`src/rtl/seq_det_prog.sv`:
```
// ---------------------------------------------------------------------------
// seq_det_prog
//
// Runtime-programmable serial sequence detector. A pattern of 1..MAX_W bits
// is matched against a qualified serial stream. Overlapping and
// non-overlapping matching are both supported. Every match is counted in a
// saturating counter.
//
// Ports
//   clk        rising-edge clock
//   reset      asynchronous reset, active low (asserted when 0)
//   ser_in     serial data bit
//   ser_valid  ser_in is sampled only when this is 1
//   overlap    1 = overlapping matches, 0 = non-overlapping
//   pat_load   one-cycle strobe that loads pat_in/len_in
//   pat_in     new pattern; bit len-1 is the first bit received, bit 0 the last
//   len_in     new pattern length (values above MAX_W are clamped to MAX_W)
//   cnt_clr    synchronous clear of match_cnt
//   det_out    registered one-cycle match pulse
//   match_cnt  saturating number of matches
//   cnt_sat    high while match_cnt is all ones
//   armed      history holds at least len valid bits, so a match is possible
// ---------------------------------------------------------------------------
module seq_det_prog #(
  parameter int                 MAX_W   = 16,
  parameter int                 CNT_W   = 8,
  parameter logic [MAX_W-1:0]   DEF_PAT = 16'h0EDB,
  parameter int                 DEF_LEN = 12,
  localparam int                LW      = $clog2(MAX_W + 1)
) (
  input  logic             clk,
  input  logic             reset,
  input  logic             ser_in,
  input  logic             ser_valid,
  input  logic             overlap,
  input  logic             pat_load,
  input  logic [MAX_W-1:0] pat_in,
  input  logic [LW-1:0]    len_in,
  input  logic             cnt_clr,
  output logic             det_out,
  output logic [CNT_W-1:0] match_cnt,
  output logic             cnt_sat,
  output logic             armed
);

  logic [MAX_W-1:0] hist;
  logic [LW-1:0]    fill;
  logic [MAX_W-1:0] pat;
  logic [LW-1:0]    len;

  logic [MAX_W-1:0] next_hist;
  logic [LW-1:0]    next_fill;
  logic [MAX_W-1:0] len_mask;
  logic             match;

  // The match is judged on the history as it will look after this edge's
  // shift. Only the low len bits are compared. The fill gate stops stale
  // reset zeros from matching an all-zero pattern. A load in the same cycle
  // drops the bit, so it also suppresses the match.
  always_comb begin
    next_hist = {hist[MAX_W-2:0], ser_in};
    next_fill = (fill >= LW'(MAX_W)) ? fill : fill + LW'(1);
    len_mask  = ~({MAX_W{1'b1}} << len);
    match     = 1'b0;
    if (ser_valid && !pat_load && (len != '0) && (next_fill >= len) &&
        (((next_hist ^ pat) & len_mask) == '0)) begin
      match = 1'b1;
    end
  end

  // Pattern registers, shift history and fill counter. A load wins over a
  // valid bit and restarts fill. In non-overlapping mode a match also
  // restarts fill, so the next match needs len fresh bits.
  always_ff @(posedge clk or negedge reset) begin
    if (!reset) begin
      hist    <= '0;
      fill    <= '0;
      pat     <= DEF_PAT;
      len     <= LW'(DEF_LEN);
      det_out <= 1'b0;
    end else if (pat_load) begin
      pat     <= pat_in;
      len     <= (len_in > LW'(MAX_W)) ? LW'(MAX_W) : len_in;
      fill    <= '0;
      det_out <= 1'b0;
    end else if (ser_valid) begin
      hist    <= next_hist;
      fill    <= (match && !overlap) ? '0 : next_fill;
      det_out <= match;
    end else begin
      det_out <= 1'b0;
    end
  end

  // Saturating match counter. A clear takes priority over a match in the
  // same cycle; det_out still pulses for that match.
  always_ff @(posedge clk or negedge reset) begin
    if (!reset) begin
      match_cnt <= '0;
    end else if (cnt_clr) begin
      match_cnt <= '0;
    end else if (match && (match_cnt != {CNT_W{1'b1}})) begin
      match_cnt <= match_cnt + CNT_W'(1);
    end
  end

  // Status flags, decoded directly from the registers.
  always_comb begin
    cnt_sat = &match_cnt;
    armed   = (fill >= len) && (len != '0);
  end

endmodule

```
`config.mk`:
```
export PLATFORM = sky130hd
export DESIGN_NAME = seq_det_prog
export DESIGN_NICKNAME = d
export VERILOG_FILES = /design/src/rtl/seq_det_prog.sv
export SDC_FILE = /design/constraint.sdc
export NUM_CORES = 1
export LEC_CHECK = 0
export BUFFER_PORTS_ARGS = -buffer_cell sky130_fd_sc_hd__buf_2
export CAP_MARGIN = 20
export CELL_PAD_IN_SITES_DETAIL_PLACEMENT = 1
export CELL_PAD_IN_SITES_GLOBAL_PLACEMENT = 2
export CORE_AREA = 5 5 89 91
export DETAILED_ROUTE_END_ITERATION = 7
export DIE_AREA = 0 0 94 96
export PLACE_DENSITY = 0.89
export SETUP_SLACK_MARGIN = 0.05
export SLEW_MARGIN = 5
export SYNTH_ARGS = -nofsm -noshare
export SYNTH_HDL_FRONTEND = slang
export SYNTH_SLANG_ARGS = --single-unit
```
`constraint.sdc`:
```
create_clock -name clk -period 4.8 [get_ports clk]
set_input_delay 0 -clock clk [delete_from_list [all_inputs] [get_ports clk]]
set_output_delay 0 -clock clk [all_outputs]
set_load 0.01 [all_outputs]
```
==> results.cfg <==
[placed_design]
portBuffers = 38
gp_congestion = 0.7483
post_dp_cell_area_sq_um = 2989
dp_hpwl_microns = 4660

[setup_path]
reg2reg_depth = 9
r2r-start = fill[0]
crit_path_end_kind = flip-flop
crit_buf_inv = 1
cp.required_ns = 4.96
cp-start-kind = flip-flop
regToRegSetupSlack_ns = 1.78
crit_arrival_ns = 3.18
slowest_delay_ns = 0.60
path_delay_family = simple AND/OR/NAND/NOR gates
crit_path_cell_trace = inv_1 -> ha_1 -> mux2_2 -> ha_1 -> a211oi_1 -> nor3_1 -> nand3_1 -> nor3_1 -> o32ai_1
path_max_fanout = 11
crit_slowest_cell = nor3_1
path_class = flip-flop to flip-flop
r2r_end = fill[1]

[timing]
report.final.slew_viol_count = 0
final.min_clock_period_ns = 3.023
skew_ns = 0.008669
fmax_mhz = 330.8
slew_headroom = 0.4696
tightest_slew_ns = 0.7957
hold_viol_final = 0
setup_violations = 0
rsz0062_at_grt = no
final.setup.tns_ns = 0
min_period_over_period = 0.6298

[clock_network]
cts_resized = 0
cts_tree = done
clkLatencyLatePin_ns = 0.31
cts_buffer_depth = 2
postCtsHoldBufs = 28
cts_root_buf = clkbuf_8
cts_made_buffers = 5
path_clk_slew_ns = 0.09
post-cts-setup-buffers = 0
cts.sinks = 50
htreeDepth = 2

[synthesis]
synth_cells = 248
yosysTopAreaCell = dfrtp_1
yosys_warnings = 0
synth_top_area_frac = 0.3590
yosys-top-cells-count = dfrtp_1 (39), mux2_2 (34), xnor2_1 (16), ha_1 (13), nand2_1 (13)
synth_cell_types = 40
synth.avg_cell_area_sq_um = 10.96
syn_nets = 289
ys_async_sr_fraction = 1.000
synthTopCellsByArea = dfrtp_1 (36%), mux2_2 (14%), dfstp_2 (11%), ha_1 (6.0%), xnor2_1 (5.2%)
synth_most_common_cell = dfrtp_1
ys.flop_type = dfrtp_1
synth_edf_count = 0
syn-cell-area_sq_um = 2719
ys_seq_elements = 50
ys_seq_area_frac = 0.4653

[die]
core_sq_um = 7059
fp.dieW_microns = 94
fp.dieH_microns = 96
start_util = 0.3851
rows = 31
boundaryPins = 39
dieArea_sq_um = 9024

[final_layout]
multi_input_area_sq_um = 1373
drive_above_1_share = 0.3109
seq_area_sq_um = 1265
nFillCells = 794
syn_to_final_growth_pct = 24.90
stdcell_area_sq_um = 3396
fin_nets = 352
antenna_cells = 0

[global_route]
grt_pass1_vias = 2266
gr-total-overflow = 0
grt_pass1_wl_microns = 10790
grt_usage = 0.1498
grt_max_degree = 51
antenna_found_initial = 0

[power]
p_per_area_nw_per_um2 = 333.0
peakVddDrop_mv = 0.2062
p_leak_uw = 0.001489

[min_path]
hold-path-cell-count = 3
holdCritPathClass = input port to flip-flop
hold_end = fill[1]
worstHoldStart = overlap

[drt]
vias = 2093
drc = 0
wirelength_microns = 6330
wl_per_cell_microns = 15.40
drt_first_iter_violations = 40
vias_per_cell = 5.092
drt-pass1-iter-count = 4
drtAntennaViolNets = 0

[run_status]
status = finished clean

[run]
maxCapViolations = 0
==> cells in the final DEF (no fill, tap or decap), types with 8 or more instances in the layout <==
| master | instances |
|---|---|
| inv_1 | 9 |
| a21oi_1 | 10 |
| xnor2_1 | 16 |
| mux2_2 | 34 |
| ha_1 | 13 |
| buf_2 | 38 |
| dfrtp_1 | 39 |
| nand2_1 | 13 |
| dfstp_2 | 11 |
| nor3_1 | 8 |
| dlygate4sd3_1 | 28 |
| nor2_1 | 10 |
==> per-stage QoR <==
step | util | total power [uW] | std cells | hold slack (ns) | setup slack (ns)
CTS | 0.4771 | 1145 | 410 | 0.04296 | 1.767
global route | 0.4810 | 1204 | 411 | 0.06716 | 1.584
floorplan | - | 766.7 | 248 | -0.2956 | 2.170
global placement | 0.4234 | 842.5 | 374 | 0.2184 | 1.898
detailed placement | 0.4234 | 856.3 | 374 | 0.2268 | 1.786
finish | 0.4810 | 1131 | 411 | 0.04142 | 1.777
==> cell type report <==
class                   instances  share of cell area
repair buffers                 67              0.1466
inverters                      10             0.01105
well taps                      99             0.03648
clock buffers                   6             0.02432
flip-flops and latches         50              0.3725
multi-input cells             177              0.4042
clock inverters                 2            0.004790
==> registers in the layout, summed over array words and instances, names as in the netlist <==
name,cells
match_cnt,8
hist,15
det_out,1
len,5
fill,5
pat,16
==> worst reg2reg max path, cell delays in order, from the launching register on <==
cell	delay, ns
dfrtp_1	0.45
inv_1	0.10
ha_1	0.30
mux2_2	0.28
ha_1	0.28
a211oi_1	0.06
nor3_1	0.28
nand3_1	0.36
nor3_1	0.60
o32ai_1	0.18
==> routing by layer <==
metal  vias up  wire, microns  track usage
met1      1031           2819       0.1885
met4         0             42      0.02527
met3         7            218      0.02580
met5         -              0            0
li1       1022              -            -
met2        33           3250       0.2732
==> logic make-up (layout without fill, tap and decap cells) <==
family	count (synthesis)	in the layout	share of synthesized area
flops	50	50	0.4653
buf+inv	21	85	0.02991
xor+xnor	22	22	0.07087
compound gates	46	46	0.1109
simple gates	61	61	0.1187
mux	35	35	0.1445
fa+ha+maj	13	13	0.05983
==> how the worst max path moves through the flow <==
stage / startpoint / to / slack [ns] / cells past startpoint
after floorplan: len[3] / match_cnt[0] / 2.17 / 9
after global placement: fill[0] / match_cnt[0] / 1.90 / 9
after detailed placement: pat_load / fill[1] / 1.79 / 7
after CTS: fill[0] / fill[1] / 1.77 / 9
after global routing: fill[0] / fill[1] / 1.58 / 9
final: fill[0] / fill[1] / 1.78 / 9
==> power by group <==
part | leakage [uW] | switching, uW | internal [uW]
sequential | 0.000615 | 68.7 | 500
combinational | 0.000827 | 132 | 163
clock | 0.0000478 | 148 | 119
total | 0.00149 | 348 | 783
Note: power is estimated with default switching activity, not from simulation.
